### config.mk
export PLATFORM = sky130hd
export DESIGN_NAME = key_loader
export DESIGN_NICKNAME = d
export VERILOG_FILES = /design/src/rtl/lock_pkg.sv /design/src/rtl/key_shift_reg.sv /design/src/rtl/key_loader.sv
export SDC_FILE = /design/constraint.sdc
export NUM_CORES = 1
export LEC_CHECK = 0
export CELL_PAD_IN_SITES_DETAIL_PLACEMENT = 0
export CELL_PAD_IN_SITES_GLOBAL_PLACEMENT = 1
export CORE_MARGIN = 10
export CORE_UTILIZATION = 38
export CTS_CLUSTER_SIZE = 28
export DETAILED_ROUTE_END_ITERATION = 12
export PLACE_DENSITY = 0.85
export SYNTH_ARGS = -nofsm -noshare
export SYNTH_HDL_FRONTEND = slang
export SYNTH_HIERARCHICAL = 1
export SYNTH_SLANG_ARGS = --single-unit
### constraint.sdc
create_clock -name clk -period 1.5 [get_ports clk]
set_input_delay 0.3 -clock clk [delete_from_list [all_inputs] [get_ports clk]]
set_output_delay 0.3 -clock clk [all_outputs]
set_load 0.05 [all_outputs]
### src/rtl/lock_pkg.sv
// Shared types and helpers for the locked adder datapath key path.
package lock_pkg;

   typedef enum logic [1:0] {IDLE, SHIFT, PARITY} key_ld_state_t;

   // Default key width, shared with the oracle/adder wrapper.
   localparam int unsigned KEY_W = 2;
   localparam int unsigned KEY_W_MAX = 64;

   // Even-parity reduction; narrower keys are zero-extended by the caller.
   function automatic logic key_parity(input logic [KEY_W_MAX-1:0] v);
      return ^v;
   endfunction

endpackage

### src/rtl/key_shift_reg.sv
// Indexed key assembly register: one bit written per accepted beat, LSB first.
module key_shift_reg
   import lock_pkg::*;
#(
   parameter int unsigned KEY_W = lock_pkg::KEY_W,
   parameter int unsigned CNT_W = $clog2(KEY_W + 1)
) (
   input  logic             clk,
   input  logic             rst_n,
   input  logic             clear,
   input  logic             we,
   input  logic [CNT_W-1:0] idx,
   input  logic             data,
   output logic [KEY_W-1:0] q
);

   logic [KEY_W-1:0] q_q;
   logic [KEY_W-1:0] q_d;

   always_comb begin
      q_d = q_q;
      if (clear) begin
         q_d = '0;
      end else if (we) begin
         for (int i = 0; i < int'(KEY_W); i++) begin
            if (idx == CNT_W'(i)) q_d[i] = data;
         end
      end
   end

   always_ff @(posedge clk or negedge rst_n) begin
      if (!rst_n) q_q <= '0;
      else        q_q <= q_d;
   end

   assign q = q_q;

endmodule

### src/rtl/key_loader.sv
// Serial unlock-key loader with trailing even-parity check and atomic commit.
// Define KEY_OTP_EN to make the key one-time-programmable until reset.
module key_loader
   import lock_pkg::*;
#(
   parameter int unsigned KEY_W = lock_pkg::KEY_W,
   parameter int unsigned CNT_W = $clog2(KEY_W + 1)
) (
   input  logic             clk,
   input  logic             rst_n,
   input  logic             load_start,
   input  logic             key_bit,
   input  logic             key_valid,
   output logic             key_ready,
   output logic [KEY_W-1:0] key_out,
   output logic             key_ok,
   output logic             busy,
   output logic             err
);

   key_ld_state_t    state_q, state_d;
   logic [CNT_W-1:0] cnt_q, cnt_d;
   logic [KEY_W-1:0] key_out_q, key_out_d;
   logic             key_ok_q, key_ok_d;
   logic             busy_q, busy_d;
   logic             err_q, err_d;
   logic             sr_clear, sr_we;
   logic [KEY_W-1:0] sr_q;
   logic [KEY_W_MAX-1:0] sr_ext;
   logic             accept;
   logic             start_ok;

`ifdef KEY_OTP_EN
   logic otp_done_q, otp_done_d;
   assign start_ok = load_start && !otp_done_q;
`else
   assign start_ok = load_start;
`endif

   assign key_ready = (state_q != IDLE);
   assign accept    = key_valid && key_ready;

   key_shift_reg #(
      .KEY_W (KEY_W),
      .CNT_W (CNT_W)
   ) u_shift (
      .clk   (clk),
      .rst_n (rst_n),
      .clear (sr_clear),
      .we    (sr_we),
      .idx   (cnt_q),
      .data  (key_bit),
      .q     (sr_q)
   );

   always_comb begin
      state_d   = state_q;
      cnt_d     = cnt_q;
      key_out_d = key_out_q;
      key_ok_d  = key_ok_q;
      busy_d    = busy_q;
      err_d     = err_q;
      sr_clear  = 1'b0;
      sr_we     = 1'b0;
      sr_ext    = '0;
      sr_ext[KEY_W-1:0] = sr_q;
`ifdef KEY_OTP_EN
      otp_done_d = otp_done_q;
`endif

      // A start in any state (re)begins a load; a beat in the same cycle is dropped.
      if ((state_q == IDLE) ? start_ok : load_start) begin
         state_d  = SHIFT;
         cnt_d    = '0;
         sr_clear = 1'b1;
         busy_d   = 1'b1;
         err_d    = 1'b0;
         key_ok_d = 1'b0;
      end else begin
         unique case (state_q)
            SHIFT: begin
               if (accept) begin
                  sr_we = 1'b1;
                  cnt_d = cnt_q + CNT_W'(1);
                  if (cnt_q == CNT_W'(KEY_W - 1)) state_d = PARITY;
               end
            end
            PARITY: begin
               if (accept) begin
                  if (!(key_parity(sr_ext) ^ key_bit)) begin
                     key_out_d = sr_q;
                     key_ok_d  = 1'b1;
`ifdef KEY_OTP_EN
                     otp_done_d = 1'b1;
`endif
                  end else begin
                     err_d = 1'b1;
                  end
                  busy_d  = 1'b0;
                  state_d = IDLE;
               end
            end
            default: ;
         endcase
      end
   end

   always_ff @(posedge clk or negedge rst_n) begin
      if (!rst_n) begin
         state_q   <= IDLE;
         cnt_q     <= '0;
         key_out_q <= '0;
         key_ok_q  <= 1'b0;
         busy_q    <= 1'b0;
         err_q     <= 1'b0;
      end else begin
         state_q   <= state_d;
         cnt_q     <= cnt_d;
         key_out_q <= key_out_d;
         key_ok_q  <= key_ok_d;
         busy_q    <= busy_d;
         err_q     <= err_d;
      end
   end

`ifdef KEY_OTP_EN
   always_ff @(posedge clk or negedge rst_n) begin
      if (!rst_n) otp_done_q <= 1'b0;
      else        otp_done_q <= otp_done_d;
   end
`endif

   assign key_out = key_out_q;
   assign key_ok  = key_ok_q;
   assign busy    = busy_q;
   assign err     = err_q;

endmodule

# Yosys cells after proc, flatten, opt, wreduce, memory -nomap -nowiden
# Cells that the tools add are included.
# word_totals
register_bits	11
input_bits	5
elab_cells	66
# classes
n_addsub	1
eq_ne	7
n_mux	27
bitwise_logic	3
reduce_logical	20
# ops
cell	count
XOR reduction 64 bit	1
2-to-1 mux 2 bit	9
2-to-1 mux 1 bit	17
nonzero test 2 bit	8
!= test 3 bit, second input constant	3
AND reduction 2 bit	4
AND reduction 4 bit	2
AND reduction 3 bit	2
== test 2 x 1 -> 1 bit, second input constant	2
one-hot mux 2 bit (2 select lines)	1
nonzero test 3 bit	1
adder 2 x 1 -> 2 bit, second input constant	1
== test 2 bit, second input constant	1
zero test 2 bit	1
!= test 2 bit, second input constant	1
inverter 1 bit	2
logical AND 1 bit	1
XOR 1 bit	1

# Depth between registers and ports, before layout
# Gate-level depths: netlist (run 1).
# depth
word_depth	7
mapped_depth	5

# Hierarchy
# Netlist (run 1), hierarchy kept.
# modules_own_cells
mod	instances	cells_each	area_each_um2	seq_area_each_um2
key_loader	1	45	486.7	225.2
key_shift_reg	1	9	108.9	50.0

# Worst setup path before layout (run 1)
# No wires, ideal clock.
# synth_path
path_kind	reg2out
from	register state_q[1]
to	output key_ready
arrival_time_ns	0.855
required_ns	1.200
path_slack_ns	0.345
path_stages_with_launch	2
n_path_buf	0
cell_sequence	dfrtp_1 -> or2_2
# synth_via
elab_chain_len	1
# synth_lines
item	line_no	source
from (decl)	key_loader.sv:21	key_ld_state_t state_q, state_d;
from (signal assigned)	key_loader.sv:117	state_q <= state_d;
nonzero test 2 bit	key_loader.sv:40	assign key_ready = (state_q != IDLE);
to (decl)	key_loader.sv:14	output logic key_ready,
# No other way between the ends.

# Worst setup path after layout (run 1)
# Ends and elaborated chain as after synthesis.

==> results.ini, run 1 <==
[logic_synthesis]
async_reset_ff_share_pct=100
synth_nets=60
syn_inst=54
yosysSeqAreaShare_pct=46.2
synth_edf_count=0
yosysWarnings=6
synthFlopType=dfrtp_1
avgSynthCellArea_um2=11.0
ys_seq_elements=11
synth_area_um2=596
synth_cell_type_count=26

[min_path]
worstHoldPathType=input pin to asynchronous set/reset pin

[clock_tree]
clkSinkCount=11
worstSkewPairLatency_ps=260
cts_root_buffer=clkbuf_4
htree_levels=1
cts_buffers=3
cts_tree=yes
clk_path_buf_depth=2
cts_hold_buf=0
clk_pin_slew_worst_paths_ps=70

[power]
vdd_drop_max_mv=0.460
p_total_w=0.000692
p_sw_share_pct=27.4
p_int_w=0.000502
pwr-share-seq_pct=48.5
p_comb_share_pct=23.2
power.switching_w=0.000190
leakagePower_nw=0.361
clkPwrFrac_pct=28.3
powerDensity_nw_per_um2=826

[setup_path]
end_kind=output pin
critPathMaxFanout=2
r2r_cells=5
worst_path_largest_cell_delay_ps=410
rr_startpoint=state_q[1]$_DFFE_PN0P_
arrival_ps=1150
startpoint=state_q[1]$_DFFE_PN0P_
worstPathRequired_ps=1200
crit_path_top_delay_cell=dfrtp_2
r2r_end=u_shift/q[0]$_DFFE_PN0P_
worstPathCellList=or2_2, buf_4
r2r_setup_slack_ps=200
crit_type=flip-flop to output pin
start_kind=flip-flop

[detailed_routing]
via_count=434
wirelength_met1_um=464
drt_first_pass_iters=4
wl_per_cell_um=12.5
wl_met3_um=60
ant_nets=0
avgViaCountPerCell=4.82
wl_met2_um=587
wirelength_mm=1.12
drt_first_iter_violations=3
drcViolationCount=0
routed.top_layer=met4

[timing]
relSlewSlack_pct=68.1
clock_skew_ps=3.11
report.final.slew_viol_count=0
hold_viol_final=0
finalCritPeriodShare_pct=96.7
tns_ps=0
worst_pin_slew_ps=477
min_period_ps=1450
setup_violations=0
rsz0062_at_grt=no
timing.fmax_mhz=689

[outcome]
status=completed

[floorplanning]
fp.dieW_um=59.6
initial_core_util_pct=40.0
row_count=14
core_area_um2=1490
ioPinCount=11
die_height_um=59.6
die_area_um2=3550

[layout]
diodes=0
final_cell_mix=dfrtp_1, buf_4, nand2_1, buf_12
final_common_cell=dfrtp_1
final_nets=81
synthToLayoutAreaGrowth_pct=40.5
drive_gt1_share_pct=33.8

[grt]
grt-ovfl-total=0
grt_max_degree=12
antenna_found_initial=0
grt_pass1_vias=452
grt_first_pass_wirelength_mm=1.99
grt_usage_pct=7.42

[placement]
gp_congestion=0.708
dp_hpwl_um=874
place.port_buffers=10

[run]
drv_cap=0

## cells in the mapped netlist (2+ instances only)
cell type | instances | share of area (%)
dfrtp_1 | 11 | 46
nand2b_1 | 4 | 4.2
nand2_1 | 5 | 3.2
o21ai_0 | 3 | 2.5
inv_1 | 4 | 2.5
xnor2_1 | 2 | 2.9
o22ai_1 | 2 | 2.1
mux2i_1 | 2 | 3.4
xor2_1 | 2 | 2.9
nor2_1 | 3 | 1.9
## registers in the layout, indices dropped and copies added (netlist names)
register and flops:
cnt_q 2, err 1, state_q 2, u_shift/q 2, key_ok 1, busy 1
key_out 2
## worst max-delay path by stage
stage,end,slack [ps],cells after the start
after floorplan,key_ready,350,1
after global placement,u_shift/q[0]$_DFFE_PN0P_,-20,5
after detailed placement,u_shift/q[0]$_DFFE_PN0P_,-50,5
after CTS,key_ready,10,2
after global routing,key_ready,7,2
final,key_ready,50,2
## metrics by stage
step | util, % | instance area, um^2 | std cells | hold WS [ps] | setup WS (ps)
4_1_cts | 55.6 | 828 | 89 | 370 | 11.9
3_5_place_dp | 53.3 | 793 | 84 | 549 | -49.0
5_1_grt | 56.2 | 837 | 90 | 385 | 7.30
6_report | 56.2 | 837 | 90 | 358 | 48.8
2_1_floorplan | - | 596 | 54 | 4.41 | 345
3_3_place_gp | 53.3 | 793 | 84 | 533 | -16.7
## layout make-up
type	instances	area [um^2]
clock buffer	4	26.3
fill	130	652
inverter	4	15.0
multi-input combinational	38	298
sequential	11	278
tap	16	20.0
timing repair buffer	17	200
## power by group through the flow
| stage | clock (W) | combinational (W) | sequential (W) |
|---|---|---|---|
| 6_report | 0.000196 | 0.000160 | 0.000335 |
| 5_1_grt | 0.000224 | 0.000180 | 0.000338 |
| 4_1_cts | 0.000210 | 0.000157 | 0.000337 |
| 3_5_place_dp | 0 | 0.000146 | 0.000346 |
| 3_3_place_gp | 0 | 0.000145 | 0.000345 |
| 2_1_floorplan | 0 | 0.0000941 | 0.000343 |
## layer usage
layer | global-route usage [%] | vias up
met5 | 0 | -
met4 | 3.85 | 0
met3 | 4.08 | 2
met2 | 12.2 | 8
met1 | 7.35 | 203
li1 | - | 221
## kinds of logic (layout without fill, tap and decap cells)
family                     count (synthesis)  count (layout)  share of synthesized area (%)
AOI/OAI and AO/OA                         10              10                           11.1
xor gates and xnor gates                   5               5                           8.62
adders and majority gates                  1               1                           2.10
buffers and inverters                      5              25                           3.78
DFF                                       11              11                           46.2
muxes                                      2               2                           3.36
and+or+nand+nor                           20              20                           24.8
## worst max-delay path: cells and delay by family (launching register included)
family / cells / cell delay (ps)
flip-flops: 1 / 410
AND/OR/NAND/NOR: 1 / 290
buffers and inverters: 1 / 190
## repair_timing
action / in CTS / in global routing
setup buffers: 1 / 1
endpoints found under the setup margin: 1 / 1
resized for setup: 1 / 1
Power figures use the tool's default switching activity.
==> inputs of run 2 (changes only) <==
--- a/config.mk
+++ b/config.mk
@@ -9,7 +9,6 @@
 export CELL_PAD_IN_SITES_GLOBAL_PLACEMENT = 1
 export CORE_MARGIN = 10
 export CORE_UTILIZATION = 38
-export CTS_CLUSTER_SIZE = 28
 export DETAILED_ROUTE_END_ITERATION = 12
 export PLACE_DENSITY = 0.85
 export SYNTH_ARGS = -nofsm -noshare
==> results of run 2 <==
Final layout, timing and power as in run 1 (identical DEF).
==> inputs of run 3 (changes only) <==
--- a/config.mk
+++ b/config.mk
@@ -8,9 +8,9 @@
 export CELL_PAD_IN_SITES_DETAIL_PLACEMENT = 0
 export CELL_PAD_IN_SITES_GLOBAL_PLACEMENT = 1
 export CORE_MARGIN = 10
-export CORE_UTILIZATION = 38
+export CORE_UTILIZATION = 30
 export DETAILED_ROUTE_END_ITERATION = 12
-export PLACE_DENSITY = 0.85
+export PLACE_DENSITY = 0.71
 export SYNTH_ARGS = -nofsm -noshare
 export SYNTH_HDL_FRONTEND = slang
 export SYNTH_HIERARCHICAL = 1
==> run 3 against run 2 <==
Effect of this change:
- sequential cell count unchanged
- clock-buffer cell count is the same
- die area up 17%
- sequential power is essentially flat
- sequential share of layout area decreased by 0.78 points
- wire length rose by 1.8%
- worst hold slack worse by 2.1 ps
- non-clock buffer count is the same
- final area grew 1.9%
- clock skew shrank 2.7 ps
- critical path type unchanged
- critical path depth unchanged
==> results.ini, run 3 (synthesis results as in run 1) <==
[clock_tree]
worstSkewPairLatency_ps=270  ; about the same
clkSinkCount=11  ; unchanged
cts_hold_buf=0  ; unchanged
clk_pin_slew_worst_paths_ps=60  ; about the same
cts_root_buffer=clkbuf_4
htree_levels=1  ; unchanged
cts_tree=yes
clk_path_buf_depth=2  ; unchanged
cts_buffers=3  ; unchanged

[power]
powerDensity_nw_per_um2=818  ; -1.0%
leakagePower_nw=0.364  ; +0.59%
p_total_w=0.000698  ; +0.88%
vdd_drop_max_mv=0.480  ; +4.4%

[placement]
gp_congestion=0.689  ; -2.8%
place_area_um2=807  ; +1.7%
place.port_buffers=10  ; unchanged
dp_hpwl_um=920  ; +5.3%

[setup_path]
end_kind=output pin
critPathMaxFanout=4  ; +2
arrival_ps=1140  ; about the same
worstPathCellList=or2_2, buf_6
worstPathRequired_ps=1200  ; about the same
r2r_setup_slack_ps=200  ; about the same
crit_type=flip-flop to output pin
path_buf_inv=1  ; unchanged
crit_family=flip-flops
crit_path_top_delay_cell=dfrtp_1
start_kind=flip-flop
worst_path_largest_cell_delay_ps=420  ; about the same

[detailed_routing]
drt_first_iter_violations=1  ; -2
drcViolationCount=0  ; unchanged
wl_met2_um=564  ; -3.9%
ant_nets=0  ; unchanged
via_count=438  ; +0.92%
wirelength_mm=1.14  ; +1.8%
wl_per_cell_um=11.3  ; -9.3%
drt_first_pass_iters=4  ; unchanged
wirelength_met1_um=480  ; +3.4%
routed.top_layer=met4
wl_met3_um=67  ; +12%
avgViaCountPerCell=4.34  ; -10%

[grt]
grt_pass1_vias=455  ; +0.66%
antenna_found_initial=0  ; unchanged
grt-ovfl-total=0  ; unchanged
grt_first_pass_wirelength_mm=1.98  ; -0.35%
grt_max_degree=12  ; unchanged
grt_usage_pct=6.18  ; -1.2 points

[layout]
drive_gt1_share_pct=32.4  ; -1.4 points
final_cell_mix=dfrtp_1, buf_4, nand2_1, buf_12
postLayoutCellArea_um2=853  ; +1.9%
synthToLayoutAreaGrowth_pct=43.3
final_nets=81  ; unchanged
final_common_cell=dfrtp_1
diodes=0  ; unchanged

[timing]
rsz0062_at_grt=no
min_period_ps=1440  ; -6.18 ps
tns_ps=0  ; unchanged
fin_hold_ws_ps=356  ; -2.06 ps
finalCritPeriodShare_pct=96.3  ; -0.41 points
hold_viol_final=0  ; unchanged
clock_skew_ps=0.388  ; -2.72 ps
setup_violations=0  ; unchanged
relSlewSlack_pct=67.3  ; -0.73 points
report.final.slew_viol_count=0  ; unchanged
timing.fmax_mhz=692  ; +0.43%
worst_pin_slew_ps=488  ; +10.9 ps

[run]
drv_cap=0  ; unchanged

[floorplanning]
die_area_um2=4170  ; +17%
ioPinCount=11  ; unchanged
initial_core_util_pct=31.0  ; -9.0 points
die_height_um=64.6  ; +8.3%
row_count=16  ; +2
fp.dieW_um=64.6  ; +8.3%
core_area_um2=1920  ; +29%

[outcome]
status=completed

[min_path]
worstHoldPathType=input pin to asynchronous set/reset pin

==> run 3: cell counts in the layout (fill, tap and decap cells not counted) <==
Identical to the previous run, type by type.
==> run 3: cell type report <==
cell class,instances,area [um^2]
fill,207,1070
multi-input combinational,38,298
sequential,11,277
timing repair buffer,17,204
tap,27,33.8
clock buffer,4,26.3
inverter,4,15.0
==> run 3: through the flow <==
step                      cells  util, %  setup WS, ps
after global placement       95     42.0         -8.52
final                       101     44.4          55.0
after floorplan              54        -           345
after global routing        101     44.4          8.70
after CTS                   100     43.8          5.78
after detailed placement     95     42.0         -38.7
==> run 3: worst paths after layout <==
| check | start | to | cells after the start |
|---|---|---|---|
| min | rst_n | cnt_q[1]$_DFFE_PN0P_ | 1 |
| max | state_q[0]$_DFFE_PN0P_ | key_ready | 2 |
| min in group clk | busy$_DFFE_PN0P_ | busy$_DFFE_PN0P_ | 1 |
| max in group asynchronous | rst_n | state_q[1]$_DFFE_PN0P_ | 1 |
| max reg2reg | state_q[1]$_DFFE_PN0P_ | u_shift/q[0]$_DFFE_PN0P_ | 5 |
| min reg2reg | busy$_DFFE_PN0P_ | busy$_DFFE_PN0P_ | 1 |
==> run 3: where the power goes <==
group / internal (W) / leakage, nW / total (W) / switching [W]
logic: 0.0000855 / 0.214 / 0.000161 / 0.0000755
registers: 0.000315 / 0.135 / 0.000336 / 0.0000215
clock network: 0.000103 / 0.0150 / 0.000201 / 0.0000974
total: 0.000503 / 0.364 / 0.000698 / 0.000194
==> run 3: per-layer routing <==
layer	global-route usage (%)	vias up
met5	0	-
met4	4.01	0
met3	3.95	5
met2	9.73	8
met1	5.90	202
li1	-	223
==> run 3: worst reg2reg max path, delay by kind of cell (launching register included) <==
kind | cells | cell delay [ps]
flops | 1 | 410
buf+inv | 1 | 160
mux | 1 | 190
simple gates | 3 | 470
==> run 3: what timing repair did <==
item	in CTS	in global routing
gates resized for setup	1	1
hold endpoints to repair	0	0
setup endpoints to repair	1	1
setup buffers	1	1
